[src/rtl/matrix_scan_ctrl_if.sv]
// rtl/matrix_scan_ctrl_if.sv - switch inputs and column/scroll outputs of the matrix scan sequencer
interface matrix_scan_ctrl_if #(
  parameter int MSG_LEN = 16
);
  localparam int OW = $clog2(MSG_LEN);

  logic          ch1;
  logic          ch0;
  logic [6:0]    col_n;
  logic [2:0]    col_idx;
  logic [OW-1:0] offset;
  logic          shift_l;
  logic          shift_r;
  logic          frame_start;
  logic [1:0]    mode;

  // Sequencer side: reads switches, drives column pins and row-register strobes
  modport master (
    input  ch1, ch0,
    output col_n, col_idx, offset, shift_l, shift_r, frame_start, mode
  );

  // Board side: drives switches, consumes column enables and strobes
  modport slave (
    output ch1, ch0,
    input  col_n, col_idx, offset, shift_l, shift_r, frame_start, mode
  );
endinterface

[src/rtl/matrix_scan_ctrl.sv]
// rtl/matrix_scan_ctrl.sv - 5x7 LED matrix column scan and scroll/blink sequencer
module matrix_scan_ctrl #(
  parameter int SCAN_DIV    = 4,
  parameter int STEP_FRAMES = 2,
  parameter int MSG_LEN     = 16
) (
  input  logic                clk,
  input  logic                rst,
  matrix_scan_ctrl_if.master  scan
);
  localparam int OW = $clog2(MSG_LEN);
  localparam int PW = $clog2(SCAN_DIV);
  localparam int FW = (STEP_FRAMES > 1) ? $clog2(STEP_FRAMES) : 1;

  localparam logic [PW-1:0] PC_LAST = PW'(SCAN_DIV - 1);
  localparam logic [FW-1:0] FC_LAST = FW'(STEP_FRAMES - 1);
  localparam logic [2:0]    COL_LAST = 3'd6;

  localparam logic [1:0] MODE_STATIC = 2'b00;
  localparam logic [1:0] MODE_LEFT   = 2'b01;
  localparam logic [1:0] MODE_RIGHT  = 2'b10;
  localparam logic [1:0] MODE_BLINK  = 2'b11;

  logic [PW-1:0] pc_q, pc_d;
  logic [2:0]    col_q, col_d;
  logic [FW-1:0] fc_q, fc_d;
  logic [OW-1:0] offset_q, offset_d;
  logic [1:0]    mode_q, mode_d;
  logic          phase_q, phase_d;
  logic [1:0]    sync1_q, sync2_q;

  logic slot_end;
  logic frame_first;
  logic frame_last;
  logic step;
  logic blanked;

  // Frame timing events derived directly from the registered counters
  assign slot_end    = (pc_q == PC_LAST);
  assign frame_first = (col_q == 3'd0) && (pc_q == '0);
  assign frame_last  = (col_q == COL_LAST) && slot_end;
  assign step        = frame_last && (fc_q == FC_LAST);
  assign blanked     = (mode_q == MODE_BLINK) && phase_q;

  // State register: switch synchroniser plus scan, frame, scroll and mode state
  always_ff @(posedge clk or posedge rst) begin
    if (rst) begin
      sync1_q  <= 2'b00;
      sync2_q  <= 2'b00;
      pc_q     <= '0;
      col_q    <= 3'd0;
      fc_q     <= '0;
      offset_q <= '0;
      mode_q   <= MODE_STATIC;
      phase_q  <= 1'b0;
    end else begin
      sync1_q  <= {scan.ch1, scan.ch0};
      sync2_q  <= sync1_q;
      pc_q     <= pc_d;
      col_q    <= col_d;
      fc_q     <= fc_d;
      offset_q <= offset_d;
      mode_q   <= mode_d;
      phase_q  <= phase_d;
    end
  end

  // Next state: prescaler/column/frame counting, step actions, per-frame mode latch
  always_comb begin
    pc_d     = slot_end ? '0 : pc_q + 1'b1;
    col_d    = col_q;
    fc_d     = fc_q;
    offset_d = offset_q;
    mode_d   = mode_q;
    phase_d  = phase_q;

    if (slot_end) begin
      col_d = (col_q == COL_LAST) ? 3'd0 : col_q + 3'd1;
    end

    if (frame_last) begin
      fc_d = (fc_q == FC_LAST) ? '0 : fc_q + 1'b1;
    end

    // A step sits in the last cycle of a frame, so it always acts on the
    // mode latched at that frame's start, never on a freshly latched one.
    if (step) begin
      case (mode_q)
        MODE_LEFT:  offset_d = offset_q + 1'b1;
        MODE_RIGHT: offset_d = offset_q - 1'b1;
        MODE_BLINK: phase_d  = ~phase_q;
        default:    offset_d = offset_q;
      endcase
    end

    // Switches are only honoured at frame boundaries; dropping out of blink
    // clears the phase so a later return to blink starts visible.
    if (frame_first) begin
      mode_d = sync2_q;
      if (sync2_q != MODE_BLINK) begin
        phase_d = 1'b0;
      end
    end
  end

  // Output decode from registered state: column enables with dead time and blanking, strobes
  always_comb begin
    scan.col_n       = 7'h7F;
    scan.col_idx     = col_q;
    scan.offset      = offset_q;
    scan.mode        = mode_q;
    scan.frame_start = frame_first;
    scan.shift_l     = step && (mode_q == MODE_LEFT);
    scan.shift_r     = step && (mode_q == MODE_RIGHT);
    if ((pc_q != '0) && !blanked) begin
      scan.col_n = ~(7'b1000000 >> col_q);
    end
  end
endmodule

[src/flat_wrapper.sv]
// flat-port wrapper written by rule: the top's interface ports become plain ports
module matrix_scan_ctrl_flat 
#(
  parameter int SCAN_DIV    = 4,
  parameter int STEP_FRAMES = 2,
  parameter int MSG_LEN     = 16
)
  (clk, rst, scan_ch1, scan_ch0, scan_col_n, scan_col_idx, scan_offset, scan_shift_l, scan_shift_r, scan_frame_start, scan_mode);
  matrix_scan_ctrl_if #(.MSG_LEN(MSG_LEN)) scan_i ();
  input  logic clk;
  input  logic rst;
  input wire logic [$bits(scan_i.ch1)-1:0] scan_ch1;
  input wire logic [$bits(scan_i.ch0)-1:0] scan_ch0;
  output wire logic [$bits(scan_i.col_n)-1:0] scan_col_n;
  output wire logic [$bits(scan_i.col_idx)-1:0] scan_col_idx;
  output wire logic [$bits(scan_i.offset)-1:0] scan_offset;
  output wire logic [$bits(scan_i.shift_l)-1:0] scan_shift_l;
  output wire logic [$bits(scan_i.shift_r)-1:0] scan_shift_r;
  output wire logic [$bits(scan_i.frame_start)-1:0] scan_frame_start;
  output wire logic [$bits(scan_i.mode)-1:0] scan_mode;
  assign scan_i.ch1 = scan_ch1;
  assign scan_i.ch0 = scan_ch0;
  assign scan_col_n = scan_i.col_n;
  assign scan_col_idx = scan_i.col_idx;
  assign scan_offset = scan_i.offset;
  assign scan_shift_l = scan_i.shift_l;
  assign scan_shift_r = scan_i.shift_r;
  assign scan_frame_start = scan_i.frame_start;
  assign scan_mode = scan_i.mode;
  matrix_scan_ctrl #(.SCAN_DIV(SCAN_DIV), .STEP_FRAMES(STEP_FRAMES), .MSG_LEN(MSG_LEN)) u_core (.clk(clk), .rst(rst), .scan(scan_i));
endmodule
[config.mk]
export PLATFORM = sky130hd
export DESIGN_NAME = matrix_scan_ctrl_flat
export DESIGN_NICKNAME = d
export VERILOG_FILES = /design/src/rtl/matrix_scan_ctrl_if.sv /design/src/rtl/matrix_scan_ctrl.sv /design/src/flat_wrapper.sv
export SDC_FILE = /design/constraint.sdc
export NUM_CORES = 1
export LEC_CHECK = 0
export ABC_AREA = 1
export CAP_MARGIN = 5
export CORE_MARGIN = 10
export CORE_UTILIZATION = 43
export CTS_CLUSTER_SIZE = 25
export DETAILED_ROUTE_END_ITERATION = 10
export PLACE_DENSITY = 0.79
export RECOVER_POWER = 50
export SLEW_MARGIN = 20
export SYNTH_ARGS = -nofsm -noshare
export SYNTH_HDL_FRONTEND = slang
export SYNTH_SLANG_ARGS = --single-unit
[constraint.sdc]
create_clock -name clk -period 1.5 [get_ports clk]
set_input_delay 0.225 -clock clk [delete_from_list [all_inputs] [get_ports clk]]
set_output_delay 0.225 -clock clk [all_outputs]
set_load 0.03 [all_outputs]
==> run summary <==
Synth top area share: 0.449
vias in the first global route: 918
total power: 787 uW
crit end category: primary output
post-DP HPWL: 1760 um
Reg power frac: 0.600
unrepaired setup endpoints after global routing: true
Async SR Flop Fraction: 1.00
startpoint types: flip-flop
Clock Latency Late Sink: 0.28 ns
top cells by count, synth: nand2_1 (26), dfrtp_1 (17), inv_1 (17)
DR iter-0 viols: 55
Num CTS Buffers: 3
via density per instance: 4.78
setup_tns: -3.25 ns
Fin Clk Skew: 0.00214 ns
Pwr per Cell Area: 484 nW/um^2
fraction of layout cells with a size suffix above 1: 0.506
first-pass GRT wire length: 4130 um
Synth-to-Final Area Change: 71.6%
Rows: 16
worst setup margin: -0.315 ns
syn nets: 120
Crit path max-delay family: flip-flops
crit-path cells: inv_2 -> nand2_4 -> nor2_4 -> buf_6 -> nand2_8 -> nor2_8 -> inv_4 -> nor2_4 -> buf_6
GP Congestion: 0.780
slowest cell delay on critical path: 0.45 ns
CP Class: flip-flop to primary output
maximum VDD drop: 467 uV
clock power share: 0.307
final WL: 2900 um
worst-path fanout max: 4
NumNets Final: 176
dominant synthesized flop cell: dfrtp_1
clock tree buffer depth: 2
maximum clock rate: 551 MHz
largest net degree at the start of global routing: 18
post-route ant nets: 0
drt drc: 0
total die area: 4480 um^2
diode count: 0
Initial Util: 0.468
Horiz. Die Dim: 66.9 um
Avg Cell Area, Syn: 8.85 um^2
port bufs: 22
die height: 66.9 um
Post-Syn Instances: 107
CTS tree: built
synth top area cells: dfrtp_1 (45%), ha_1 (12%), nand2_1 (10%)
Crit path buffers/inverters: 4
most frequent cell after synthesis: nand2_1
H-tree levels: 1
final core occ: 0.804
Setup Viol. Count Final: 15
DP Worst Slack: -0.506 ns
min Tclk post-route: 1.81 ns
Core Box Area: 2020 um^2
fin. max-slew vios: 0
total of max-cap violations: 0
IO Count: 23
crit path DAT: 1.59 ns
Worst-Margin Slew: 0.890 ns
CP Data Required Time: 1.27 ns
Int Power: 599 uW
cell area after synthesis: 947 um^2
post-synthesis register bit count: 17
Hold Crit Class: flip-flop to flip-flop
final hold violations: 0
GRT Total Usage: 0.116
clock slew at reported path FFs: 0.09 ns
leak pwr: 0.000838 uW
failing checks: setup timing
Yosys warning count: 0
register area share after synthesis: 0.449
run status: finished, violations left
Sw Pwr: 188 uW
GRT Residual Overflow: 0
Worst slew margin: 0.406
Sw Share: 0.238
initial antenna violation count: 0
library cells used by synthesis: 19
slowest CP cell: dfrtp_2
clk sinks: 17
fin crit share: 1.21
Comb power frac: 0.093
EDFF count, synth: 0
CTS root buffer: clkbuf_4
Synth area leader: dfrtp_1
DRT Pass-1 Iters: 4
DR WL/cell: 15.3 um
routed via count: 903
[cells in the final DEF (no fill, tap or decap)]
master / n
ha_4: 3
nand3_4: 3
nor2_4: 5
nand2_4: 2
o21ai_0: 5
inv_1: 13
ha_2: 2
nor2_1: 3
xnor2_1: 1
nor2_8: 1
or2_2: 1
inv_4: 2
nor2_2: 2
buf_4: 26
buf_12: 1
nand2_8: 1
a21oi_2: 2
nand3_2: 1
nor3_2: 1
nand2_2: 5
clkbuf_4: 3
clkbuf_1: 2
dfrtp_1: 12
buf_6: 11
nand2_1: 20
dlygate4sd2_1: 7
a21oi_1: 2
inv_2: 3
o21ai_2: 1
dlygate4sd3_1: 3
dfrtp_2: 5
ha_1: 4
clkdlybuf4s15_1: 2
xor2_1: 2
nand3_1: 4
xnor2_2: 1
[metrics by stage]
stage          instances  area (um^2)  hold WS [ns]
2_1_floorplan        107         1020         0.151
3_3_place_gp         174         1400         0.338
3_5_place_dp         174         1400         0.339
4_1_cts              184         1540         0.235
5_1_grt              189         1630         0.374
6_report             189         1630         0.362
[cells by family (layout without fill, tap and decap cells)]
kind of cell,count (synthesis),in the layout,share of synthesized area
adder cells (fa/ha/maj),9,9,0.119
XOR/XNOR,4,4,0.0449
buffers and inverters,18,73,0.0713
AND/OR/NAND/NOR,49,49,0.255
AO/OA/AOI/OAI,10,10,0.0608
flip-flops,17,17,0.449
[layer usage]
layer	global-route usage	wire length, um
met3	0.0100	117
met1	0.135	1170
met5	0	0
met2	0.201	1560
met4	0.0692	51
[timing repair]
action                                  in CTS  in global routing
cloned                                       0                  0
endpoints found under the setup margin      20                 15
setup buffers                                6                  6
pin swaps                                    6                  8
hold buffers                                 0                  0
resized for setup                           71                 14
endpoints found under the hold margin        0                  0
[cell type report]
class                   count  area (um^2)
clock buffers               4         26.3
fillers                   111          397
inverters                  18         72.6
multi-input cells          72          607
flip-flops and latches     17          432
well taps                  27         33.8
repair buffers             51          454
[flip-flops by register name, summed over array words and instances (netlist names)]
signal / flops
u_core.scan.offset: 4
u_core.scan.mode: 2
u_core.phase_q: 1
u_core.fc_q: 1
u_core.sync2_q: 2
u_core.sync1_q: 2
u_core.scan.col_idx: 3
u_core.pc_q: 2
[worst reg2reg max path: cells and delay by family (launching register included)]
family	cells	cell delay (ns)
flip-flops	1	0.45
AND/OR/NAND/NOR	6	0.57
buffers and inverters	5	0.60
[path summary, 6_finish.rpt]
check                                              startpoint                           endpoint  slack (ns)  depth (start not counted)
max                        u_core.scan.col_idx[0]$_DFFE_PP0N_                       scan_shift_r       -0.31                          9
min                               u_core.sync1_q[0]$_DFF_PP0_        u_core.sync2_q[0]$_DFF_PP0_        0.36                          0
max reg2reg                u_core.scan.col_idx[0]$_DFFE_PP0N_  u_core.scan.offset[3]$_DFFE_PP0P_       -0.18                         11
min reg2reg                       u_core.sync1_q[0]$_DFF_PP0_        u_core.sync2_q[0]$_DFF_PP0_        0.36                          0
max in group asynchronous                                 rst    u_core.scan.mode[0]$_DFFE_PP0P_        0.27                          3
min in group asynchronous                                 rst            u_core.fc_q$_DFFE_PP0P_        0.62                          3
[power groups by stage]
stage                     Combinational [uW]  Sequential (uW)  Clock (uW)
after floorplan                         32.4              487           0
final                                   73.5              472         241
after detailed placement                70.4              479           0
after CTS                               72.4              472         252
after global placement                  68.3              479           0
after global routing                    82.5              473         269
Power figures use the tool's default switching activity.
